$ cat config.mk
export PLATFORM = sky130hd
export DESIGN_NAME = snitch_icache_miss_handler
export DESIGN_NICKNAME = d
export VERILOG_FILES = /design/src/rtl/snitch_icache_pkg.sv /design/src/rtl/snitch_icache_pending_table.sv /design/src/rtl/snitch_icache_miss_handler.sv
export SDC_FILE = /design/constraint.sdc
export NUM_CORES = 1
export LEC_CHECK = 0
export CAP_MARGIN = 10
export CORE_AREA = 10 10 250 252
export CTS_CLUSTER_SIZE = 8
export DETAILED_ROUTE_END_ITERATION = 8
export DIE_AREA = 0 0 260 262
export GPL_ROUTABILITY_DRIVEN = 0
export PLACE_DENSITY = 0.41
export SLEW_MARGIN = 20
export SYNTH_ARGS = -nofsm -noshare
export SYNTH_HDL_FRONTEND = slang
export SYNTH_HIERARCHICAL = 1
export SYNTH_SLANG_ARGS = --single-unit
$ cat constraint.sdc
create_clock -name clk_i -period 4 [get_ports clk_i]
set_input_delay 1 -clock clk_i [delete_from_list [all_inputs] [get_ports clk_i]]
set_output_delay 1 -clock clk_i [all_outputs]
set_load 0.03 [all_outputs]
$ cat src/rtl/snitch_icache_pkg.sv
`default_nettype none
// ============================================================================
//  Module      : snitch_icache_pkg
//  Description : Shared configuration record and pending-refill entry type
//                for the instruction-cache miss path.
//  Contents    : config_t        - cache geometry and miss-table sizing
//                c_DEFAULT_CFG   - 32-bit fetch, 16-byte lines, 32 lines,
//                                  4 sets, 2 pending refills, 4 requesters
//                pending_entry_t - {valid, line address, requester mask}
//  Revision    : 1.0 - initial release
// ============================================================================
package snitch_icache_pkg;

    // Upper bounds for the fields held in a pending entry. The entry type is
    // shared by every configuration, so each instance uses only the low
    // bits it needs.
    localparam int unsigned MAX_FETCH_AW = 64;
    localparam int unsigned MAX_ID_WIDTH = 32;

    typedef struct packed {
        int unsigned FETCH_AW;       // fetch address width
        int unsigned ID_WIDTH_REQ;   // one-hot requester mask width
        int unsigned LINE_WIDTH;     // cache line width in bits
        int unsigned LINE_ALIGN;     // log2 of line size in bytes
        int unsigned COUNT_ALIGN;    // log2 of lines per set
        int unsigned SET_COUNT;      // number of ways
        int unsigned SET_ALIGN;      // log2 of SET_COUNT
        int unsigned TAG_WIDTH;      // FETCH_AW - LINE_ALIGN - COUNT_ALIGN
        int unsigned PENDING_COUNT;  // outstanding refill slots
        int unsigned PENDING_IW;     // clog2(PENDING_COUNT)
    } config_t;

    localparam config_t c_DEFAULT_CFG = '{
        FETCH_AW:      32,
        ID_WIDTH_REQ:  4,
        LINE_WIDTH:    128,
        LINE_ALIGN:    4,
        COUNT_ALIGN:   5,
        SET_COUNT:     4,
        SET_ALIGN:     2,
        TAG_WIDTH:     23,
        PENDING_COUNT: 2,
        PENDING_IW:    1
    };

    // addr holds the line address (fetch address >> LINE_ALIGN).
    typedef struct packed {
        logic                    valid;
        logic [MAX_FETCH_AW-1:0] addr;
        logic [MAX_ID_WIDTH-1:0] idmask;
    } pending_entry_t;

endpackage
`default_nettype wire

$ cat src/rtl/snitch_icache_pending_table.sv
`default_nettype none
// ============================================================================
//  Module      : snitch_icache_pending_table
//  Description : Table of outstanding line refills. Each entry records the
//                line being fetched and the requesters waiting on it.
//  Ports       : clk_i/rst_ni             clock, synchronous active-low reset
//                lookup_line_i            line address to search for
//                match_o/match_idx_o      valid entry holding that line
//                full_o/free_idx_o        all slots busy / lowest free slot
//                set_*                    allocate a slot {line, id}
//                merge_*                  OR a requester into a slot's mask
//                clear_*                  release a slot
//                read_idx_i/read_*_o      contents of one slot
//  Revision    : 1.0 - initial release
// ============================================================================
module snitch_icache_pending_table
    import snitch_icache_pkg::*;
#(
    parameter config_t CFG = c_DEFAULT_CFG
) (
    input  logic                                    clk_i,
    input  logic                                    rst_ni,
    input  logic [CFG.FETCH_AW-CFG.LINE_ALIGN-1:0]  lookup_line_i,
    output logic                                    match_o,
    output logic [CFG.PENDING_IW-1:0]               match_idx_o,
    output logic                                    full_o,
    output logic [CFG.PENDING_IW-1:0]               free_idx_o,
    input  logic                                    set_i,
    input  logic [CFG.PENDING_IW-1:0]               set_idx_i,
    input  logic [CFG.FETCH_AW-CFG.LINE_ALIGN-1:0]  set_line_i,
    input  logic [CFG.ID_WIDTH_REQ-1:0]             set_id_i,
    input  logic                                    merge_i,
    input  logic [CFG.PENDING_IW-1:0]               merge_idx_i,
    input  logic [CFG.ID_WIDTH_REQ-1:0]             merge_id_i,
    input  logic                                    clear_i,
    input  logic [CFG.PENDING_IW-1:0]               clear_idx_i,
    input  logic [CFG.PENDING_IW-1:0]               read_idx_i,
    output logic                                    read_valid_o,
    output logic [CFG.FETCH_AW-CFG.LINE_ALIGN-1:0]  read_line_o,
    output logic [CFG.ID_WIDTH_REQ-1:0]             read_id_o
);

    localparam int unsigned c_LINE_AW = CFG.FETCH_AW - CFG.LINE_ALIGN;
    localparam int unsigned c_COUNT   = CFG.PENDING_COUNT;
    localparam int unsigned c_IW      = CFG.PENDING_IW;
    localparam int unsigned c_IDW     = CFG.ID_WIDTH_REQ;

    pending_entry_t r_entries [c_COUNT];

    logic [c_COUNT-1:0] w_valid;
    logic               w_unused_hi;

    // Line search. A line is allocated only when it is not already pending,
    // so at most one entry can match.
    always_comb begin
        match_o     = 1'b0;
        match_idx_o = '0;
        w_valid     = '0;
        for (int i = 0; i < c_COUNT; i++) begin
            w_valid[i] = r_entries[i].valid;
            if (r_entries[i].valid && (r_entries[i].addr[c_LINE_AW-1:0] == lookup_line_i)) begin
                match_o     = 1'b1;
                match_idx_o = c_IW'(i);
            end
        end
    end

    // Trailing-zero count over the free vector: scanning from the top down
    // leaves the lowest invalid index.
    always_comb begin
        free_idx_o = '0;
        for (int i = c_COUNT - 1; i >= 0; i--) begin
            if (!w_valid[i]) begin
                free_idx_o = c_IW'(i);
            end
        end
    end

    assign full_o = &w_valid;

    assign read_valid_o = r_entries[read_idx_i].valid;
    assign read_line_o  = r_entries[read_idx_i].addr[c_LINE_AW-1:0];
    assign read_id_o    = r_entries[read_idx_i].idmask[c_IDW-1:0];

    // Upper bits of the shared entry type are never populated here.
    always_comb begin
        w_unused_hi = 1'b0;
        for (int i = 0; i < c_COUNT; i++) begin
            w_unused_hi = w_unused_hi ^ (^r_entries[i].addr[MAX_FETCH_AW-1:c_LINE_AW])
                                      ^ (^r_entries[i].idmask[MAX_ID_WIDTH-1:c_IDW]);
        end
    end

    // set, merge and clear always address different slots: set targets a
    // free slot, clear a completing one, merge a pending non-completing one.
    always_ff @(posedge clk_i) begin
        if (!rst_ni) begin
            for (int i = 0; i < c_COUNT; i++) begin
                r_entries[i] <= '0;
            end
        end else begin
            for (int i = 0; i < c_COUNT; i++) begin
                if (clear_i && (clear_idx_i == c_IW'(i))) begin
                    r_entries[i].valid <= 1'b0;
                end
                if (set_i && (set_idx_i == c_IW'(i))) begin
                    r_entries[i].valid  <= 1'b1;
                    r_entries[i].addr   <= MAX_FETCH_AW'(set_line_i);
                    r_entries[i].idmask <= MAX_ID_WIDTH'(set_id_i);
                end
                if (merge_i && (merge_idx_i == c_IW'(i))) begin
                    r_entries[i].idmask <= r_entries[i].idmask | MAX_ID_WIDTH'(merge_id_i);
                end
            end
        end
    end

endmodule
`default_nettype wire

$ cat src/rtl/snitch_icache_miss_handler.sv
`default_nettype none
// ============================================================================
//  Module      : snitch_icache_miss_handler
//  Description : Post-lookup stage of the instruction cache. Hits are
//                answered combinationally; misses either join a pending
//                refill of the same line or allocate a new refill. Returning
//                lines are written into the cache and answered to every
//                merged requester in the same cycle.
//  Ports       : clk_i/rst_ni          clock, synchronous active-low reset
//                in_*                  lookup result (valid/ready)
//                rsp_*                 core response (valid/ready)
//                refill_req_*          line refill request (valid/ready)
//                refill_rsp_*          line refill return (valid/ready)
//                write_*               lookup-stage write port (valid/ready)
//  Revision    : 1.0 - initial release
// ============================================================================
module snitch_icache_miss_handler
    import snitch_icache_pkg::*;
#(
    parameter config_t CFG = c_DEFAULT_CFG
) (
    input  logic                         clk_i,
    input  logic                         rst_ni,

    input  logic [CFG.FETCH_AW-1:0]      in_addr_i,
    input  logic [CFG.ID_WIDTH_REQ-1:0]  in_id_i,
    input  logic [CFG.SET_ALIGN-1:0]     in_set_i,
    input  logic                         in_hit_i,
    input  logic [CFG.LINE_WIDTH-1:0]    in_data_i,
    input  logic                         in_error_i,
    input  logic                         in_valid_i,
    output logic                         in_ready_o,

    output logic [CFG.FETCH_AW-1:0]      rsp_addr_o,
    output logic [CFG.ID_WIDTH_REQ-1:0]  rsp_id_o,
    output logic [CFG.LINE_WIDTH-1:0]    rsp_data_o,
    output logic                         rsp_error_o,
    output logic                         rsp_valid_o,
    input  logic                         rsp_ready_i,

    output logic [CFG.FETCH_AW-1:0]      refill_req_addr_o,
    output logic [CFG.PENDING_IW-1:0]    refill_req_id_o,
    output logic                         refill_req_valid_o,
    input  logic                         refill_req_ready_i,

    input  logic [CFG.LINE_WIDTH-1:0]    refill_rsp_data_i,
    input  logic                         refill_rsp_error_i,
    input  logic [CFG.PENDING_IW-1:0]    refill_rsp_id_i,
    input  logic                         refill_rsp_valid_i,
    output logic                         refill_rsp_ready_o,

    output logic [CFG.COUNT_ALIGN-1:0]   write_addr_o,
    output logic [CFG.SET_ALIGN-1:0]     write_set_o,
    output logic [CFG.LINE_WIDTH-1:0]    write_data_o,
    output logic [CFG.TAG_WIDTH-1:0]     write_tag_o,
    output logic                         write_error_o,
    output logic                         write_valid_o,
    input  logic                         write_ready_i
);

    localparam int unsigned c_LINE_AW = CFG.FETCH_AW - CFG.LINE_ALIGN;
    localparam int unsigned c_SET_AW  = CFG.SET_ALIGN;
    localparam int unsigned c_TAG_W   = CFG.TAG_WIDTH;
    localparam int unsigned c_CNT_W   = CFG.COUNT_ALIGN;
    localparam int unsigned c_IW      = CFG.PENDING_IW;

    logic [c_LINE_AW-1:0]        w_line;
    logic                        w_match;
    logic [c_IW-1:0]             w_match_idx;
    logic                        w_full;
    logic [c_IW-1:0]             w_free_idx;
    logic                        w_rd_valid;
    logic [c_LINE_AW-1:0]        w_rd_line;
    logic [CFG.ID_WIDTH_REQ-1:0] w_rd_id;

    logic                        w_rsp_fire;
    logic                        w_is_miss;
    logic                        w_same_line;
    logic                        w_merge;
    logic                        w_alloc_req;
    logic                        w_unused_set;

    logic [c_SET_AW-1:0]         r_victim;

    assign w_line       = in_addr_i[CFG.FETCH_AW-1:CFG.LINE_ALIGN];
    assign w_unused_set = ^in_set_i;

    snitch_icache_pending_table #(
        .CFG (CFG)
    ) u_pending_table (
        .clk_i         (clk_i),
        .rst_ni        (rst_ni),
        .lookup_line_i (w_line),
        .match_o       (w_match),
        .match_idx_o   (w_match_idx),
        .full_o        (w_full),
        .free_idx_o    (w_free_idx),
        .set_i         (w_alloc_req && refill_req_ready_i),
        .set_idx_i     (w_free_idx),
        .set_line_i    (w_line),
        .set_id_i      (in_id_i),
        .merge_i       (w_merge),
        .merge_idx_i   (w_match_idx),
        .merge_id_i    (in_id_i),
        .clear_i       (w_rsp_fire),
        .clear_idx_i   (refill_rsp_id_i),
        .read_idx_i    (refill_rsp_id_i),
        .read_valid_o  (w_rd_valid),
        .read_line_o   (w_rd_line),
        .read_id_o     (w_rd_id)
    );

    // A refill return needs both the write port and the response port in the
    // same cycle, so it is only accepted when both are ready.
    assign refill_rsp_ready_o = rst_ni && write_ready_i && rsp_ready_i;
    assign w_rsp_fire         = refill_rsp_valid_i && refill_rsp_ready_o;

    assign w_is_miss   = rst_ni && in_valid_i && !in_hit_i;
    // A miss on the line being returned this cycle rides on that response
    // instead of merging into an entry that is about to be released.
    assign w_same_line = w_is_miss && w_match && w_rsp_fire && (w_match_idx == refill_rsp_id_i);
    assign w_merge     = w_is_miss && w_match && !w_same_line;
    assign w_alloc_req = w_is_miss && !w_match && !w_full;

    always_comb begin
        in_ready_o = 1'b0;
        if (rst_ni) begin
            if (in_hit_i) begin
                in_ready_o = !w_rsp_fire && rsp_ready_i;
            end else if (w_match) begin
                in_ready_o = 1'b1;
            end else if (!w_full) begin
                in_ready_o = refill_req_ready_i;
            end
        end
    end

    // Refill completions own the response port; hits use it otherwise.
    always_comb begin
        rsp_valid_o = 1'b0;
        rsp_addr_o  = in_addr_i;
        rsp_id_o    = in_id_i;
        rsp_data_o  = in_data_i;
        rsp_error_o = in_error_i;
        if (w_rsp_fire) begin
            rsp_valid_o = 1'b1;
            rsp_addr_o  = {w_rd_line, {CFG.LINE_ALIGN{1'b0}}};
            rsp_id_o    = w_rd_id | (w_same_line ? in_id_i : '0);
            rsp_data_o  = refill_rsp_data_i;
            rsp_error_o = refill_rsp_error_i;
        end else begin
            rsp_valid_o = rst_ni && in_valid_i && in_hit_i;
        end
    end

    assign refill_req_valid_o = w_alloc_req;
    assign refill_req_addr_o  = {w_line, {CFG.LINE_ALIGN{1'b0}}};
    assign refill_req_id_o    = w_free_idx;

    assign write_valid_o = w_rsp_fire;
    assign write_addr_o  = w_rd_line[c_CNT_W-1:0];
    assign write_tag_o   = c_TAG_W'(w_rd_line >> c_CNT_W);
    assign write_set_o   = r_victim;
    assign write_data_o  = refill_rsp_data_i;
    assign write_error_o = refill_rsp_error_i;

    // Round-robin victim selection across the sets.
    always_ff @(posedge clk_i) begin
        if (!rst_ni) begin
            r_victim <= '0;
        end else if (w_rsp_fire) begin
            if (r_victim == c_SET_AW'(CFG.SET_COUNT - 1)) begin
                r_victim <= '0;
            end else begin
                r_victim <= r_victim + c_SET_AW'(1);
            end
        end
    end

    // A refill may only return for a slot that is waiting for it.
    a_refill_rsp_pending: assert property (
        @(posedge clk_i) disable iff (!rst_ni) refill_rsp_valid_i |-> w_rd_valid
    );

endmodule
`default_nettype wire

==> reports/qor.csv, run 1 <==
stage,metric,value,unit
drt,Routed Antenna Nets,0,
timing,setup ws final,-101,ps
hold_path,HP Class,reg -> reg,
cells_and_area,"commonest non-fill, non-tap cells in the layout","nand2_1, clkdlybuf4s50_1, buf_4",
drt,1st-iter DRT viols,479,
clock_tree,H-Tree Depth,3,
clock_tree,CTS Hold Buffers Added,0,
drt,WL/cell,25.5,um
timing,Sum Neg Setup Slack,-276,ps
clock_tree,clock insertion delay at the later pin of the skew report,340,ps
drt,vias,8510,
synth,Mapped Area,0.00705,sq mm
global_route,first-pass GRT wire length,77.1,mm
timing,slew margin rel.,0.576,
power_and_ir_drop,power per cell area,227,mW/mm^2
power_and_ir_drop,P_sw,1.31,mW
cells_and_area,share of cells above drive strength 1,0.244,
run_status,status,"finished, violations left",
die,die span in y,262,um
critical_path,kind of critical path,in -> out,
placement,Port Buffers,660,
clock_tree,CTS Root Cell,clkbuf_16,
power_and_ir_drop,Design Power,3.40,mW
clock_tree,Inserted Clock Buffers,9,
cells_and_area,Final Non-Filler Cells,2308,
critical_path,Setup crit end kind,output pin,
die,Die Wd,260,um
global_route,antenna violations before repair,12,
critical_path,CP required,3000,ps
die,Initial Util,0.123,
placement,DP Wirelength,51.3,mm
global_route,GRT Total Usage,0.161,
die,DIE AREA,0.0681,sq mm
timing,clock skew,5.00,ps
synth,cell count after synthesis,991,
power_and_ir_drop,Int Pwr,2.09,mW
drt,drt via density,3.69,
placement,Cells after DPL,2283,
drt,Post-Route WL,58.9,mm
critical_path,crit-path max FO,4,
clock_tree,CTS Buffer Depth,2,
timing,Fin. Hold Viols,0,
synth,Post-Syn Area per Cell,7.11,sq um
clock_tree,Num Clock Sinks,68,
die,core box area,0.0574,sq mm
cells_and_area,synthesis-to-layout area growth,112,%
timing,f_max,244,MHz
clock_tree,"Clk pin slew, worst setup/hold paths",50,ps
global_route,GRT overflow,0,
critical_path,CP Data Arrival Time,3100,ps
global_route,largest net degree at the start of global routing,53,
die,Rows,88,
cells_and_area,"most common cell after layout, fill and taps aside",nand2_1,
timing,Final Slew Violations,0,
synth,synth warn,6,
timing,clock period minus worst slack,4100,ps
drt,drt drc,0,
timing,worst hold margin,490,ps
power_and_ir_drop,Leak,6.60,nW
cells_and_area,final core utilization,0.260,
timing,"Period Utilization, post-route",1.03,
timing,final setup vio count,4,
power_and_ir_drop,Combinational Power Share,0.550,
power_and_ir_drop,Peak VDD IR,0.155,mV
power_and_ir_drop,Switching Share,0.385,
drt,DRT Pass-1 Iters,5,
power_and_ir_drop,Seq pwr share,0.245,
timing,RSZ-0062 raised after global routing,true,
critical_path,Worst Setup Start Kind,primary input,
run_status,failing checks,negative setup slack,
die,# IOs,667,
cells_and_area,layout net count,1843,
flow_run,MaxCap Viol Count,0,
clock_tree,CTS tree,yes,
power_and_ir_drop,Clock Power Share,0.205,
timing,Slew @ Worst Pin,634,ps
global_route,vias in the first global route,8816,
==> power by group through the flow <==
stage	sequential [mW]	combinational [mW]	clock [mW]
floorplan	0.841	0.817	0
global placement	0.844	1.88	0
detailed placement	0.845	1.87	0
CTS	0.832	1.89	0.714
global route	0.836	1.95	0.755
finish	0.833	1.87	0.696
==> flip-flops by register name (all words and copies together) (netlist names) <==
name                       count
write_set_o                    2
u_pending_table/r_entries     66
==> critical path: stages <==
cell and delay, ps:
buf_2 130, xnor2_1 170, buf_4 150, nand4_1 110
or4_4 550, o22ai_4 120, nand4b_1 200, o21ai_4 290
a22o_1 210, buf_6 150
==> per-layer routing <==
metal	routed length [um]	share of wire	vias up	global-route usage
met4	998	0.017	16	0.0291
met3	5540	0.094	49	0.0616
li1	-	-	4062	-
met1	22300	0.38	4009	0.179
met2	29900	0.51	374	0.288
met5	101	0.0017	-	0
==> final timing paths <==
path                                                       start                                to  slack, ps  cells after the start
worst max-delay path                               in_addr_i[20]                       rsp_id_o[0]       -100                     10
worst min-delay path                              write_set_o[1]                    write_set_o[1]        490                      2
worst max register to register  u_pending_table/r_entries[1][36]  u_pending_table/r_entries[0][43]        490                     17
worst min register to register                    write_set_o[1]                    write_set_o[1]        490                      2
==> cell type report <==
type | count | area [sq um]
Clock inverter | 5 | 20.0
Inverter | 2 | 12.5
Multi-Input combinational cell | 715 | 3740
Antenna cell | 2 | 5.00
Timing Repair Buffer | 741 | 7950
Clock buffer | 10 | 229
Sequential cell | 68 | 2010
Tap cell | 765 | 957
Fill cell | 6216 | 42400
==> through the flow <==
stage / worst slack (ps) / cell area [sq um]
2_1_floorplan: 75.3 / 7060
3_3_place_gp: -795 / 14400
3_5_place_dp: -805 / 14400
4_1_cts: -162 / 14900
5_1_grt: -192 / 14900
6_report: -101 / 14900
==> timing repair <==
action,4_1_cts,5_1_grt
gates resized for setup,91,46
setup buffers,7,2
gates cloned,0,0
hold endpoints to repair,0,0
endpoints found under the setup margin,33,6
pin swaps,31,23
Power figures use the tool's default switching activity.
==> inputs of run 2 (changes only) <==
SLEW_MARGIN = not set   (was 20)
==> results of run 2 <==
The final DEF is identical to that of run 1; final timing and power are the same.
